==> src/rtl/stim_pattern_driver_pkg.sv <==
// Shared types and default widths for the stimulus pattern driver.
// Pure declarations: no latency, no flow control.
package stim_pkg;

    typedef enum logic [1:0] {
        IDLE  = 2'd0,
        DRIVE = 2'd1,
        DONE  = 2'd2
    } stim_state_t;

    localparam int STIM_PAT_W_DEF = 8;
    localparam int STIM_CNT_W_DEF = 8;

endpackage

==> src/rtl/stim_pattern_driver_sat_counter.sv <==
// Saturating up-counter with synchronous clear (clear wins over increment).
// Latency: one clock from inc/clr to q; no backpressure, saturates at all-ones.
module sat_counter #(
    parameter int W = 8
) (
    input  logic         clk,
    input  logic         rst,
    input  logic         clr,
    input  logic         inc,
    output logic [W-1:0] q
);

    always_ff @(posedge clk or posedge rst) begin
        if (rst) begin
            q <= '0;
        end else if (clr) begin
            q <= '0;
        end else if (inc && (q != {W{1'b1}})) begin
            q <= q + W'(1);
        end
    end

endmodule

==> src/rtl/stim_pattern_driver.sv <==
// Shifts a captured pattern onto signal_out LSB first and scores the checker's match/fail replies.
// Latency: first bit one cycle after the start edge, done PAT_W+1 cycles later; start ignored while busy.
// Mismatch detection on error is compiled in only when STIM_CHECK_EN is defined; otherwise error is 0.
module stim_pattern_driver
    import stim_pkg::*;
#(
    parameter int PAT_W = STIM_PAT_W_DEF,
    parameter int CNT_W = STIM_CNT_W_DEF
) (
    input  logic             clk,
    input  logic             rst,
    input  logic             start,
    input  logic [PAT_W-1:0] pattern,
    input  logic             match_in,
    input  logic             fail_in,
    output logic             signal_out,
    output logic             busy,
    output logic             done,
    output logic [CNT_W-1:0] match_cnt,
    output logic [CNT_W-1:0] fail_cnt,
    output logic             error
);

    localparam int IDX_W = (PAT_W > 1) ? $clog2(PAT_W) : 1;

    stim_state_t      state;
    logic [PAT_W-1:0] shreg;
    logic [IDX_W-1:0] idx;
    logic             sample_vld;
    logic             clr;

    assign clr = (state == IDLE) && start;

    // Outputs are registered from the state, so the visible run trails the
    // internal FSM by one cycle; sample_vld marks cycles where signal_out is live.
    always_ff @(posedge clk or posedge rst) begin
        if (rst) begin
            state      <= IDLE;
            shreg      <= '0;
            idx        <= '0;
            signal_out <= 1'b0;
            busy       <= 1'b0;
            done       <= 1'b0;
            sample_vld <= 1'b0;
        end else begin
            signal_out <= 1'b0;
            done       <= 1'b0;
            busy       <= (state != IDLE);
            sample_vld <= (state == DRIVE);
            case (state)
                IDLE: begin
                    if (start) begin
                        shreg <= pattern;
                        idx   <= '0;
                        state <= DRIVE;
                    end
                end
                DRIVE: begin
                    signal_out <= shreg[0];
                    shreg      <= shreg >> 1;
                    idx        <= idx + IDX_W'(1);
                    if (idx == IDX_W'(PAT_W - 1)) begin
                        state <= DONE;
                    end
                end
                DONE: begin
                    done  <= 1'b1;
                    state <= IDLE;
                end
                default: state <= IDLE;
            endcase
        end
    end

    sat_counter #(.W(CNT_W)) u_match_cnt (
        .clk (clk),
        .rst (rst),
        .clr (clr),
        .inc (sample_vld && match_in),
        .q   (match_cnt)
    );

    sat_counter #(.W(CNT_W)) u_fail_cnt (
        .clk (clk),
        .rst (rst),
        .clr (clr),
        .inc (sample_vld && fail_in),
        .q   (fail_cnt)
    );

`ifdef STIM_CHECK_EN
    always_ff @(posedge clk or posedge rst) begin
        if (rst) begin
            error <= 1'b0;
        end else if (clr) begin
            error <= 1'b0;
        end else if (sample_vld && ((match_in != signal_out) || (fail_in != !signal_out))) begin
            error <= 1'b1;
        end
    end
`else
    assign error = 1'b0;
`endif

endmodule

==> config.mk <==
export PLATFORM = sky130hd
export DESIGN_NAME = stim_pattern_driver
export DESIGN_NICKNAME = d
export VERILOG_FILES = /design/src/rtl/stim_pattern_driver_pkg.sv /design/src/rtl/stim_pattern_driver_sat_counter.sv /design/src/rtl/stim_pattern_driver.sv
export SDC_FILE = /design/constraint.sdc
export NUM_CORES = 1
export LEC_CHECK = 0
export BUFFER_PORTS_ARGS = -buffer_cell sky130_fd_sc_hd__buf_2
export CAP_MARGIN = 5
export CORE_MARGIN = 2
export CORE_UTILIZATION = 59
export CTS_CLUSTER_SIZE = 40
export DETAILED_ROUTE_END_ITERATION = 8
export PLACE_DENSITY = 0.84
export SYNTH_ARGS = -nofsm -noshare
export SYNTH_HDL_FRONTEND = slang
export SYNTH_HIERARCHICAL = 1
export SYNTH_SLANG_ARGS = --single-unit
==> constraint.sdc <==
create_clock -name clk -period 3.9 [get_ports clk]
set_clock_uncertainty 0.15 [all_clocks]
set_input_delay 0.78 -clock clk [delete_from_list [all_inputs] [get_ports clk]]
set_output_delay 0.78 -clock clk [all_outputs]
set_load 0.005 [all_outputs]
---- After elaboration in Yosys (flattened, before gate mapping) ----
Index checks and enable logic that the tools add are counted.
storage, ports and cells
  register bits ........................... 33
  input bits .............................. 13
  output and inout port bits .............. 20
  logic and storage cells ................. 44
cells by class
  add/sub/neg operators ................... 3
  eq/ne operators ......................... 7
  multiplexer cells ....................... 13
  reduce and logical (&&, ||, !) cells .... 12
operator list
  cell                                                   count
  two-way mux 8 bit                                      5
  adder 8 x 1 -> 8 bit, second input constant            2
  inequality test 8 bit, second input constant           2
  case mux 8 bit (2 select lines)                        1
  nonzero test 2 bit                                     4
  case mux 3 bit (2 select lines)                        1
  logical AND 1 bit                                      5
  two-way mux 2 bit                                      2
  case mux 2 bit (2 select lines)                        1
  AND reduction 2 bit                                    2
  adder 3 x 1 -> 3 bit, second input constant            1
  == test 3 bit, second input constant                   1
  two-way mux 3 bit                                      1
  == test 2 x 1 -> 1 bit, second input constant          1
  == test 2 bit, second input constant                   1
  zero test 2 bit                                        1
  two-way mux 1 bit                                      2
  inequality test 2 x 1 -> 1 bit, second input constant  1
  inequality test 2 bit, second input constant           1

---- Depth between registers and ports, before layout ----
  word-level depth ........................ 4
  depth in mapped cells ................... 6

---- Cells and area by module ----
The synthesis kept the hierarchy.
by module, submodules not included
  module               instances  cells an instance  area each (um2)
  sat_counter          2          49                 504.2
  stim_pattern_driver  1          69                 778.2

---- Worst setup path after synthesis ----
No wires, ideal clock.
  path type ............................... input port to flip-flop
  start ................................... input port fail_in
  end ..................................... register u_fail_cnt.q[5]
  data arrival time ....................... 1.680 ns
  data required time ...................... 3.625 ns
  setup slack ............................. 1.945 ns
  stages .................................. 4
  buffers on the path ..................... 0
  path through ............................ and2_1 nand4_1 a211oi_2 mux2_4
on the way
  longest elaborated chain between the ends .. 3
RTL lines
  item                                 RTL line                               source
  start, declared                      stim_pattern_driver.sv:15              input logic fail_in,
  logical AND 1 bit                    stim_pattern_driver.sv:87              .inc (sample_vld && fail_in),
  logical AND 1 bit                    stim_pattern_driver_sat_counter.sv:18  end else if (inc && (q != {W{1'b1}})) begin
  nonzero test 2 bit (no source line)  --
  end signal, assigned                 stim_pattern_driver_sat_counter.sv:19  q <= q + W'(1);
  end, declared                        stim_pattern_driver_sat_counter.sv:10  output logic [W-1:0] q
No other way between the ends.
A chain may end at the register's enable or synchronous reset.

---- Worst setup path in the final report ----
  start ................................... register state[0]
  end ..................................... register u_match_cnt.q[1]
on the way
  longest elaborated chain between the ends .. 3
  elaborated cells between the ends (all ways) .. 4
  classes of those cells .................. mux: 1; reduce/logical: 3
RTL lines
  item                                                            RTL line                               source
  start, declared                                                 stim_pattern_driver.sv:26              stim_state_t state;
  start signal, assigned                                          stim_pattern_driver.sv:38              state <= IDLE;
  start signal, assigned                                          stim_pattern_driver.sv:55              state <= DRIVE;
  start signal, assigned                                          stim_pattern_driver.sv:63              state <= DONE;
  zero test 2 bit *                                               stim_pattern_driver.sv:32              assign clr = (state == IDLE) && start;
  logical AND 1 bit *                                             stim_pattern_driver.sv:32
  via clr                                                         stim_pattern_driver.sv:30              logic clr;
  two-way mux 8 bit / nonzero test 2 bit (equally long branches)  --
  end signal, assigned                                            stim_pattern_driver_sat_counter.sv:19
  end, declared                                                   stim_pattern_driver_sat_counter.sv:10
Mark *: on every way through the listed nets, which the timed path passes. The rest lies on a longest branch.

==> metrics.cfg <==
[floorplan]
initial_utilization = 0.637
fp.dieH_um = 59.0
die_area_um2 = 3480
coreArea_um2 = 2810
top_level_ports = 33
fp.dieW_um = 59.0
num_rows = 19

[cts]
clkLatencyLatePin_ns = 0.35
cts_buffers = 5
root_buffer = clkbuf_4
cts_hold_buf = 0
post_cts_buffers = 0
cts_sinks = 33
h-tree-depth = 2
cts_tree = yes
cts_resized = 0
clockBufferDepth = 2
cts.clk_slew.worst_paths_ns = 0.11

[worst_setup_path]
cp-end-kind = register
critical_path_class = reg2reg
cp-start-kind = register
path_max_fanout = 20
critPathArrivalTime_ns = 2.29
critPathRequiredTime_ns = 3.98

[synthesis]
synth-async-reset-ratio = 1.00
synth_edf_count = 0
yosysWarnings = 6
syn_avg_cell_area_um2 = 10.7
synth.net_count = 184
synth_cell_types = 45
synth_xor_area_frac = 0
yosysTopAreaCell = dfrtp_1
synth-seq-area-share = 0.462
synth_most_common_cell = dfrtp_1
synth-seq-cells = 33
synth_simple_gate_area_frac = 0.206
synth_compound_area_frac = 0.172
muxShareOfSynthArea = 0.0784
synthAdderAreaFrac = 0.0280
yosysTopAreaCellShare = 0.462
synth_area_leaders = dfrtp_1 (46%), mux2_4 (6.7%), nor2b_1 (3.2%)
netlist_instances = 167
syn_area_um2 = 1790
synth_top_family_by_area = simple AND/OR/NAND/NOR gates
synth_top_cells_by_count = dfrtp_1 (33), inv_1 (9), nand2_1 (9), nor2_1 (9), nor2b_1 (9)
synthFlopType = dfrtp_1

[layout]
final_util = 0.714
finalNetCount = 215
nFillCells = 227
layout-drive-gt1-share = 0.307
synthToLayoutAreaGrowth_pct = 12.0
antenna_cells = 0
instances_no_fill = 230
final_cell_area_um2 = 2000

[place]
place_ws_ns = 1.36
dp.cells = 222
gp_congestion = 0.838
hpwl_mm = 2.61
port-buffer-count = 31
placed_cell_area_um2 = 1930

[global_route]
grt_max_degree = 21
antenna_found_initial = 0
grt_first_pass_wirelength_mm = 5.87
grt_usage = 0.237
grt_overflow = 0
grt_pass1_vias = 1234

[pwr]
peakVddDrop_mv = 0.374
power_mw = 1.23
powerDensity_nw_per_um2 = 612
cellLeakagePower_nw = 0.984

[sta]
rsz0062_at_grt = false
tns_ns = 0
worst_pin_slew_ns = 1.08
slew_violations = 0
fmax_ghz = 0.453
final.min_clock_period_ns = 2.21
hold_viol_final = 0
setup_ws_ns = 1.69
setup_viol = 0
slew_headroom = 0.275
post-route-period-util = 0.566
holdWs_ns = 0.238

[worst_hold_path]
hp-class = in2async

[routing]
first_pass_iters = 4
drc = 0
viasPerCell = 5.83
drt_iter0_drc = 74
routedWlPerCell_um = 15.6
ant_nets = 0
wirelength_mm = 3.60
num_vias = 1342

[outcome]
status = completed

[flow_run]
drv_cap = 0

[routing by layer]
| layer | vias to the layer above | track usage | part of all wire |
|---|---|---|---|
| li1 | 652 | - | - |
| met1 | 641 | 0.302 | 0.43 |
| met2 | 39 | 0.367 | 0.50 |
| met3 | 10 | 0.0764 | 0.050 |
| met4 | 0 | 0.110 | 0.024 |
| met5 | - | 0 | 0 |
[kinds of logic (layout without fill, tap and decap cells)]
kind of cell / after synthesis / count (layout)
DFF: 33 / 33
buffers and inverters: 17 / 49
and+or+nand+nor: 64 / 64
muxes: 10 / 10
adders and majority gates: 4 / 4
other: 1 / 1
AOI/OAI and AO/OA: 38 / 38
[report_power, final]
group          switching [mW]  internal [mW]
clock network           0.121          0.104
registers               0.109          0.453
logic                   0.212          0.227
total                   0.441          0.785
[placed cells by master (no fill, tap or decap), drive strengths merged]
| master | netlist | routed |
|---|---|---|
| a221o | 1 | 1 |
| or2 | 2 | 2 |
| o32ai | 1 | 1 |
| o21bai | 2 | 2 |
| and2b | 2 | 2 |
| clkbuf | 2 | 7 |
| nand2b | 6 | 6 |
| nand3 | 4 | 4 |
| o31a | 1 | 1 |
| nor2 | 10 | 10 |
| mux2i | 2 | 2 |
| nand4b | 2 | 2 |
| ha | 4 | 4 |
| o22a | 4 | 4 |
| a21boi | 2 | 2 |
| nand2 | 9 | 9 |
| clkinv | 0 | 1 |
| mux2 | 8 | 8 |
| dfrtp | 33 | 33 |
| nor3b | 2 | 2 |
| nand3b | 1 | 1 |
| and3 | 2 | 2 |
| a2bb2oi | 2 | 2 |
| a211oi | 3 | 3 |
| or2b | 1 | 1 |
| nor3 | 4 | 4 |
| conb | 1 | 1 |
| nor2b | 9 | 9 |
| o311a | 2 | 2 |
| a22o | 2 | 2 |
| o211a | 2 | 2 |
| a21oi | 11 | 11 |
| and4 | 2 | 2 |
| nand4 | 4 | 4 |
| o21ai | 5 | 5 |
| and2 | 4 | 4 |
| buf | 5 | 31 |
| inv | 10 | 10 |
[state kept, by name, summed over array words and instances (netlist names), 2 cells and up]
signal / flops
state: 2
idx: 3
u_fail_cnt/q: 8
shreg: 8
u_match_cnt/q: 8
[area by class of cell]
cell class / instances / area [um2] / area share
multi-input combinational: 117 / 875 / 0.437
clock buffer: 7 / 65.1 / 0.0325
timing repair buffer: 31 / 155 / 0.0775
clock inverter: 1 / 5.00 / 0.00250
tap: 31 / 38.8 / 0.0194
inverter: 10 / 37.5 / 0.0188
sequential: 33 / 826 / 0.413
[final timing paths]
check / slack [ns] / startpoint / endpoint / cells after the start
min in group clk: 0.35 / shreg[0] / signal_out / 1
hold / removal: 0.24 / rst / u_match_cnt/q[5] / 2
hold reg to reg: 0.35 / shreg[0] / signal_out / 1
setup / recovery: 1.69 / state[0] / u_match_cnt/q[1] / 4
setup reg to reg: 1.69 / state[0] / u_match_cnt/q[1] / 4
max in group asynchronous: 2.84 / rst / busy / 2
[worst max-delay path, cell delays in order, from the launching register on]
cell and delay [ns]:
dfrtp_1 0.56, nor3_2 0.95, inv_1 0.23, nand2_1 0.13, mux2i_1 0.07
(Power assumes the default switching activity.)
